### config.mk
export PLATFORM = sky130hd
export DESIGN_NAME = mandel_frame_scheduler
export DESIGN_NICKNAME = d
export VERILOG_FILES = /design/src/rtl/mandel_frame_scheduler.sv
export SDC_FILE = /design/constraint.sdc
export NUM_CORES = 1
export LEC_CHECK = 0
export BUFFER_PORTS_ARGS = -buffer_cell sky130_fd_sc_hd__buf_2
export CAP_MARGIN = 20
export CORE_ASPECT_RATIO = 1.4
export CORE_MARGIN = 4
export CORE_UTILIZATION = 57
export CTS_BUF_LIST = sky130_fd_sc_hd__clkbuf_8
export DETAILED_ROUTE_END_ITERATION = 8
export GPL_TIMING_DRIVEN = 0
export PLACE_DENSITY_LB_ADDON = 0.2
export SLEW_MARGIN = 15
export SYNTH_ARGS = -nofsm -noshare
export SYNTH_HDL_FRONTEND = slang
export SYNTH_SLANG_ARGS = --single-unit
### constraint.sdc
create_clock -name clk -period 5.72 [get_ports clk]
set_input_delay 0.572 -clock clk [delete_from_list [all_inputs] [get_ports clk]]
set_output_delay 0.572 -clock clk [all_outputs]
set_load 0.05 [all_outputs]
### src/rtl/mandel_frame_scheduler.sv
// Mandelbrot frame scheduler: raster-order job issue to NUM_ENGINES engines in strict
// round-robin, in-order retirement into a flagged pixel stream, per-frame config latch.
module mandel_frame_scheduler #(
    parameter int X_SIZE      = 320,
    parameter int Y_SIZE      = 240,
    parameter int NUM_ENGINES = 4,
    parameter int ITER_W      = 8,
    parameter int OFS_W       = 25,
    localparam int XW = $clog2(X_SIZE),
    localparam int YW = $clog2(Y_SIZE),
    localparam int PW = $clog2(NUM_ENGINES),
    localparam int CW = $clog2(NUM_ENGINES + 1)
) (
    input  logic                          clk,
    input  logic                          reset,
    input  logic                          frame_start,
    input  logic                          cfg_continuous,
    input  logic [ITER_W-1:0]             cfg_iter_max,
    input  logic [2:0]                    cfg_zoom,
    input  logic [OFS_W-1:0]              cfg_x_offset,
    input  logic [OFS_W-1:0]              cfg_y_offset,
    output logic [ITER_W-1:0]             frame_iter_max,
    output logic [2:0]                    frame_zoom,
    output logic [OFS_W-1:0]              frame_x_offset,
    output logic [OFS_W-1:0]              frame_y_offset,
    output logic                          busy,
    output logic [NUM_ENGINES-1:0]        eng_req_valid,
    input  logic [NUM_ENGINES-1:0]        eng_req_ready,
    output logic [XW-1:0]                 eng_x,
    output logic [YW-1:0]                 eng_y,
    input  logic [NUM_ENGINES-1:0]        eng_done,
    input  logic [NUM_ENGINES*ITER_W-1:0] eng_iter,
    output logic [NUM_ENGINES-1:0]        eng_ack,
    output logic                          out_valid,
    input  logic                          out_ready,
    output logic [ITER_W-1:0]             out_iter,
    output logic                          out_first,
    output logic                          out_last_x,
    output logic                          out_last_y
);

    localparam logic [1:0] ST_IDLE     = 2'd0;
    localparam logic [1:0] ST_DISPATCH = 2'd1;
    localparam logic [1:0] ST_DRAIN    = 2'd2;

    logic [1:0]        state_reg;
    logic [XW-1:0]     x_reg;
    logic [YW-1:0]     y_reg;
    logic [PW-1:0]     d_ptr_reg;
    logic [PW-1:0]     r_ptr_reg;
    logic [CW-1:0]     inflight_reg;
    logic [XW-1:0]     tag_x_reg [NUM_ENGINES];
    logic [YW-1:0]     tag_y_reg [NUM_ENGINES];
    logic [ITER_W-1:0] iter_slice [NUM_ENGINES];

    logic              out_valid_reg;
    logic [ITER_W-1:0] out_iter_reg;
    logic              out_first_reg;
    logic              out_last_x_reg;
    logic              out_last_y_reg;
    logic [ITER_W-1:0] frame_iter_max_reg;
    logic [2:0]        frame_zoom_reg;
    logic [OFS_W-1:0]  frame_x_offset_reg;
    logic [OFS_W-1:0]  frame_y_offset_reg;

    logic can_issue, dispatch_fire, out_free, retire_fire;
    logic last_pixel, drain_done, frame_load;

    assign can_issue     = (state_reg == ST_DISPATCH) && (inflight_reg < CW'(NUM_ENGINES));
    assign dispatch_fire = can_issue && eng_req_ready[d_ptr_reg];
    assign out_free      = !out_valid_reg || out_ready;
    assign retire_fire   = eng_done[r_ptr_reg] && (inflight_reg != '0) && out_free;
    assign last_pixel    = (x_reg == XW'(X_SIZE - 1)) && (y_reg == YW'(Y_SIZE - 1));
    assign drain_done    = (state_reg == ST_DRAIN) && (inflight_reg == '0) && out_free;
    // Both frame entry points (idle start and continuous restart) latch config the same way.
    assign frame_load    = ((state_reg == ST_IDLE) && frame_start) || (drain_done && cfg_continuous);

    for (genvar gi = 0; gi < NUM_ENGINES; gi++) begin : g_eng
        assign eng_req_valid[gi] = can_issue && (d_ptr_reg == PW'(gi));
        assign eng_ack[gi]       = retire_fire && (r_ptr_reg == PW'(gi));
        assign iter_slice[gi]    = eng_iter[gi*ITER_W +: ITER_W];
    end

    always_ff @(posedge clk) begin
        if (dispatch_fire) begin
            tag_x_reg[d_ptr_reg] <= x_reg;
            tag_y_reg[d_ptr_reg] <= y_reg;
        end
    end

    always_ff @(posedge clk) begin
        if (reset) begin
            state_reg          <= ST_IDLE;
            x_reg              <= '0;
            y_reg              <= '0;
            d_ptr_reg          <= '0;
            r_ptr_reg          <= '0;
            inflight_reg       <= '0;
            out_valid_reg      <= 1'b0;
            out_iter_reg       <= '0;
            out_first_reg      <= 1'b0;
            out_last_x_reg     <= 1'b0;
            out_last_y_reg     <= 1'b0;
            frame_iter_max_reg <= '0;
            frame_zoom_reg     <= '0;
            frame_x_offset_reg <= '0;
            frame_y_offset_reg <= '0;
        end else begin
            case (state_reg)
                ST_IDLE:     if (frame_start) state_reg <= ST_DISPATCH;
                ST_DISPATCH: if (dispatch_fire && last_pixel) state_reg <= ST_DRAIN;
                ST_DRAIN:    if (drain_done) state_reg <= cfg_continuous ? ST_DISPATCH : ST_IDLE;
                default:     state_reg <= ST_IDLE;
            endcase

            // frame_load only happens with nothing in flight, so it never races a dispatch or retire.
            if (frame_load) begin
                frame_iter_max_reg <= cfg_iter_max;
                frame_zoom_reg     <= cfg_zoom;
                frame_x_offset_reg <= cfg_x_offset;
                frame_y_offset_reg <= cfg_y_offset;
                x_reg              <= '0;
                y_reg              <= '0;
                d_ptr_reg          <= '0;
                r_ptr_reg          <= '0;
            end else begin
                if (dispatch_fire) begin
                    d_ptr_reg <= d_ptr_reg + PW'(1);
                    if (x_reg == XW'(X_SIZE - 1)) begin
                        x_reg <= '0;
                        y_reg <= last_pixel ? '0 : y_reg + YW'(1);
                    end else begin
                        x_reg <= x_reg + XW'(1);
                    end
                end
                if (retire_fire) r_ptr_reg <= r_ptr_reg + PW'(1);
            end

            case ({dispatch_fire, retire_fire})
                2'b10:   inflight_reg <= inflight_reg + CW'(1);
                2'b01:   inflight_reg <= inflight_reg - CW'(1);
                default: inflight_reg <= inflight_reg;
            endcase

            if (retire_fire) begin
                out_valid_reg  <= 1'b1;
                out_iter_reg   <= iter_slice[r_ptr_reg];
                out_first_reg  <= (tag_x_reg[r_ptr_reg] == '0) && (tag_y_reg[r_ptr_reg] == '0);
                out_last_x_reg <= tag_x_reg[r_ptr_reg] == XW'(X_SIZE - 1);
                out_last_y_reg <= tag_y_reg[r_ptr_reg] == YW'(Y_SIZE - 1);
            end else if (out_ready) begin
                out_valid_reg  <= 1'b0;
            end
        end
    end

    assign busy           = state_reg != ST_IDLE;
    assign eng_x          = x_reg;
    assign eng_y          = y_reg;
    assign out_valid      = out_valid_reg;
    assign out_iter       = out_iter_reg;
    assign out_first      = out_first_reg;
    assign out_last_x     = out_last_x_reg;
    assign out_last_y     = out_last_y_reg;
    assign frame_iter_max = frame_iter_max_reg;
    assign frame_zoom     = frame_zoom_reg;
    assign frame_x_offset = frame_x_offset_reg;
    assign frame_y_offset = frame_y_offset_reg;

endmodule

---- Word level (Yosys, flattened, before mapping) ----
Memory sizes are Yosys's and may differ from the RTL's. A register that Yosys moved wholly into a read port is not among the register bits.
Index checks and enable logic that the tools add are counted.
operators by class
  add/subtract/negate cells ............... 6
  multipliers ............................. 0
  divide/modulo/power cells ............... 0
  magnitude comparators ................... 4
  eq/ne operators ......................... 17
  shift operators ......................... 0
  mux-type cells .......................... 23
  bitwise gates (word level) .............. 1
  reduce and logical (&&, ||, !) cells .... 35
operators by type and width
  operator               number
  $mux W8                3
  $logic_and A1 B1 Y1    19
  $eq A9 B9 Y1 const B   2
  $bmux W8 S2            1
  $eq A8 B8 Y1 const B   2
  $mux W2                7
  $eq A2 B2 Y1 const B   6
  $add A9 B1 Y9 const B  1
  $logic_not A9 Y1       1
  $mux W9                1
  $add A8 B1 Y8 const B  1
  $eq A2 B1 Y1 const B   4
  $logic_not A8 Y1       1
  $mux W1                7
  $logic_not A2 Y1       3
  $lt A2 B3 Y1 const B   2
  $pmux W2 S3            1
  $pmux W3 S2            1
  $reduce_bool A2 Y1     3
  $add A2 B1 Y2 const B  2
  $bmux W1 S2            2
  $ne A2 B2 Y1 const B   2
  $add A3 B1 Y3 const B  1
  $ge A3 B3 Y1 const B   1
  11 further kinds       12
storage, ports and cells
  flip-flop bits (word level) ............. 99
  bits in latches ......................... 0
  RAM bits ................................ 68
  bits in read-only memories .............. 0
  logic and storage cells ................. 103
  memories kept ........................... 2
memory list
  name       words  width  read ports  clocked after Yosys merged registers in  write ports  RTL line  text
  tag_x_reg  4      9      1           1                                        1            52        logic [XW-1:0] tag_x_reg [NUM_ENGINES];
  tag_y_reg  4      8      1           1                                        1            53        logic [YW-1:0] tag_y_reg [NUM_ENGINES];

---- Longest topological paths before layout ----
  depth after elaboration ................. 7
  depth in mapped cells ................... 12
  mapped depth without buffers ............ 9

---- Least setup slack after synthesis ----
No wires, ideal clock.
  path kind ............................... input-to-reg
  start point ............................. input port eng_req_ready[3]
  end point ............................... register inflight_reg[2]
  setup time .............................. 70 ps
  arrival time ............................ 2576 ps
  data required time ...................... 5650 ps
  slack ................................... 3073 ps
  cell stages on the path ................. 10
  cells stage by stage .................... mux4_2 and2_4 buf_6 inv_4 ha_1 inv_1 fa_1 xor2_1 or3_1 a21oi_1
between the ends
  word-level cells in the longest chain between the ends .. 5
  elaborated cells between the ends (all ways) .. 7
  those cells by class .................... eq/ne: 2; mux: 3; reduce/logical: 2
ends and longest elaborated chain
  element                                            RTL line  text
  start, declared                                    28        input logic [NUM_ENGINES-1:0] eng_req_ready,
  $bmux W1 S2 *                                      70        assign dispatch_fire = can_issue && eng_req_ready[d_ptr_reg];
  $mux W1 (not written as such) *                    70
  $logic_and A1 B1 Y1 *                              70
  $eq A2 B1 Y1 or $eq A2 B2 Y1 (tied branches)       139       case ({dispatch_fire, retire_fire})
  $pmux W3 S2 or $reduce_bool A2 Y1 (tied branches)  --
  end signal, assigned                               140       2'b10: inflight_reg <= inflight_reg + CW'(1);
  end signal, assigned                               141       2'b01: inflight_reg <= inflight_reg - CW'(1);
  end signal, assigned                               142       default: inflight_reg <= inflight_reg;
  end, declared                                      51        logic [CW-1:0] inflight_reg;
Every way passes the cells marked *; elsewhere a longest branch is shown, timed or not. The select of a mux whose other input is x is not followed.
A chain may end at the register's enable or synchronous reset.

---- Worst setup path in the final report ----
  start point ............................. register r_ptr_reg[0]
  end point ............................... output port eng_ack[0]
between the ends
  word-level cells in the longest chain between the ends .. 5
  elaborated cells between the ends (all ways) .. 6
  those cells by class .................... mux: 2; reduce/logical: 4
ends and longest elaborated chain
  element                            RTL line  text
  start, declared                    50        logic [PW-1:0] r_ptr_reg;
  start signal, assigned             136       if (retire_fire) r_ptr_reg <= r_ptr_reg + PW'(1);
  $bmux W1 S2                        72        assign retire_fire = eng_done[r_ptr_reg] && (inflight_reg != '0) && out_free;
  $mux W1 (not written as such)      72
  $logic_and A1 B1 Y1 (2 in series)  72
  via retire_fire                    66        logic can_issue, dispatch_fire, out_free, retire_fire;
  $logic_and A1 B1 Y1                80        assign eng_ack[gi] = retire_fire && (r_ptr_reg == PW'(gi));
  end, declared                      33        output logic [NUM_ENGINES-1:0] eng_ack,
The timed path passes the listed nets, and every way through them passes these cells. The select of a mux whose other input is x is not followed.

==> impl_results.md <==
- Crit Path Category: reg -> out
- Setup TNS: 0 ns
- Outcome: finished clean
- Leak: 3.56 nW
- Design Area, Final: 0.00836 mm2
- Starting Density: 59.1%
- First-pass GRT wire length: 25500 um
- Primary FF master, synth: dfxtp_1
- Gr usage total: 24.1%
- Simple-gate share of the synthesized area: 15.5%
- Peak VDD IR: 0.173 mV
- RD Place Congestion: 0.852
- I/O pins: 205
- Tmin final: 3.00 ns
- Number of flip-flops in the largest register: 36
- Post-synth EDFFs: 68
- HP Class: in -> reg
- Number of antenna violations at the first check in global routing: 0
- Die area: 0.0137 mm2
- Max Fclk: 334 MHz
- H-Tree Depth: 4
- Root Driver: clkbuf_8
- Post-CTS Hold Buffers: 0
- Period utilisation layout: 52.4%
- Cell variety after synth: 51
- Clock slew at reported path FFs: 0.09 ns
- Largest cells by area after synthesis: edfxtp_1 30%, dfxtp_1 30%, mux4_2 8.3%
- Pin count of the biggest net entering global routing: 18
- Share of cells above drive strength 1: 32.7%
- Final hold violation count: 0
- Fill cell total of the finished layout: 825
- Compound-Gate Fraction of Synth Area: 7.83%
- Xor/xnor share of the synthesized area: 1.42%
- CTS tree: built
- Port buffer count: 203
- Register area: 0.00406 mm2
- CP Capture Type: primary output
- DRT iter0 DRCs: 176
- Layout area overhead: 23.4%
- Seq/Total Area, Yosys: 60.0%
- Final setup viols: 0
- Maxcap violations: 0
- # rows: 46
- Worst-Margin Slew: 0.952 ns
- CTS buffer count: 17
- Core Area: 0.0115 mm2
- Mean Syn Cell Area: 11.3 um2
- Syn_nets: 719
- Post-synthesis mux area share: 9.79%
- Synth Warn #: 0
- Vias: 5340
- HPWL after DPL: 12800 um
- RSZ-0062 raised after global routing: false
- Yosys reg bits: 169
- Number of remaining DRC errors: 0
- Clock sink count: 169
- Critical R2R Launch: r_ptr_reg[0]$_SDFFE_PP0P_
- WL per Instance: 16.9 um
- Power per Cell Area: 324 mW/mm2
- Latest clock arrival within the worst-skew pair: 0.44 ns
- Vias per cell: 5.45
- Max Fanout on Critical Path: 10
- Mapped Cells: 601
- # diodes: 0
- Die height: 137 um
- First drt pass iteration count: 4
- ANT nets after route: 0
- Cell Area, Synth: 0.00677 mm2
- Die width: 100 um
- Dpl cell area: 0.00797 mm2
- Adder-cell share of the synthesized area: 2.33%
- Resized cells post-CTS: 0
- Post CTS Setup Buffer Count: 0
- Worst setup SP type: flop
- Max clock buf depth: 2
- Leading area contributor after synthesis: edfxtp_1
- Fin nets: 941
- Overflow after GRT: 0
- Asr flop ratio synth: 0%
- Largest family of logic cells by synthesized area: simple AND/OR/NAND/NOR gates
- Vias in the first global route: 5223
- Slew Limit Headroom: 36.5%
- Clock skew: 0.0103 ns
- Hold path startpoint: cfg_x_offset[23]
- CP arrival: 2.43 ns
- Area of the multi-input gates: 0.00249 mm2
- Max Slew Vio Count: 0
- Critical Path Start: r_ptr_reg[0]$_SDFFE_PP0P_
- Data required time of the worst path: 5.15 ns
- Routed wire length: 16500 um
- Share of the synthesized area in the top cell type: 30.1%
-- path summary, 6_finish.rpt --
kind / end / slack [ns] / depth (start not counted)
setup / recovery: eng_ack[0] / 2.72 / 6
hold / removal: frame_x_offset[23]$_SDFFE_PP0P_ / 0.36 / 3
setup reg to reg: inflight_reg[2]$_SDFFE_PP0P_ / 2.94 / 10
hold reg to reg: frame_y_offset[2]$_SDFFE_PP0P_ / 0.46 / 2
-- Yosys cell counts (3+ instances only) --
cell,n
or3_1,4
dfxtp_1,101
and3_1,10
o21ai_0,8
nand3_1,11
a311oi_1,3
ha_1,11
nor4_1,6
inv_1,13
nand2b_1,3
buf_2,4
a21oi_1,73
xnor2_1,4
clkbuf_1,26
nor2_1,32
mux4_2,25
edfxtp_1,68
a21o_1,3
and2_1,10
nand2_1,131
nand4_1,4
xor2_1,7
mux2i_1,10
nor2b_1,3
-- critical path, stage by stage (launching register included) --
cell and delay (ns):
dfxtp_1 0.42, mux4_2 0.56, and3_1 0.16, buf_2 0.22, buf_2 0.23, and2_1 0.19
buf_2 0.21
-- metrics by stage --
stage	power, mW	setup slack (ns)	hold WS [ns]	utilization [%]	instances
final	2.70	2.72	0.359	73.0	980
after global routing	2.82	2.60	0.344	73.0	980
after CTS	2.72	2.69	0.333	73.0	980
after detailed placement	1.92	2.73	0.444	69.6	948
after global placement	1.91	2.79	0.439	69.6	948
after floorplan	1.77	3.07	0.497	-	601
-- placed cells by master, fill, tap and decap left out, types with 15 or more instances in the layout --
cell type,n
edfxtp_1,68
nor2_1,32
mux4_2,25
clkbuf_8,19
nand2_1,131
clkbuf_1,26
inv_1,15
a21oi_1,73
dfxtp_1,101
buf_2,207
-- power breakdown --
part | switching, mW | internal [mW]
registers | 0.0343 | 1.30
clock network | 0.405 | 0.409
logic | 0.362 | 0.192
-- routing by layer --
metal	GRT usage [%]	part of all wire [%]	wire [um]	vias up
met5	0	0	0	-
met4	10.1	2.7	454	0
met3	4.08	7.0	1150	40
met2	44.9	53	8760	205
met1	26.7	37	6170	2533
li1	-	-	-	2562
-- area by class of cell --
cell class / instances / area share (%)
Multi-Input combinational cell: 382 / 29.8
Timing Repair Buffer: 203 / 12.2
Buffer: 36 / 1.92
Clock buffer: 19 / 3.13
Clock inverter: 13 / 1.53
Inverter: 14 / 0.659
Tap cell: 144 / 2.16
Sequential cell: 169 / 48.6
-- kinds of logic after synthesis --
family / Yosys count
mux: 35
xor+xnor: 11
flops: 169
simple gates: 228
fa+ha+maj: 12
buf+inv: 50
compound gates: 96
Power figures use the tool's default switching activity.
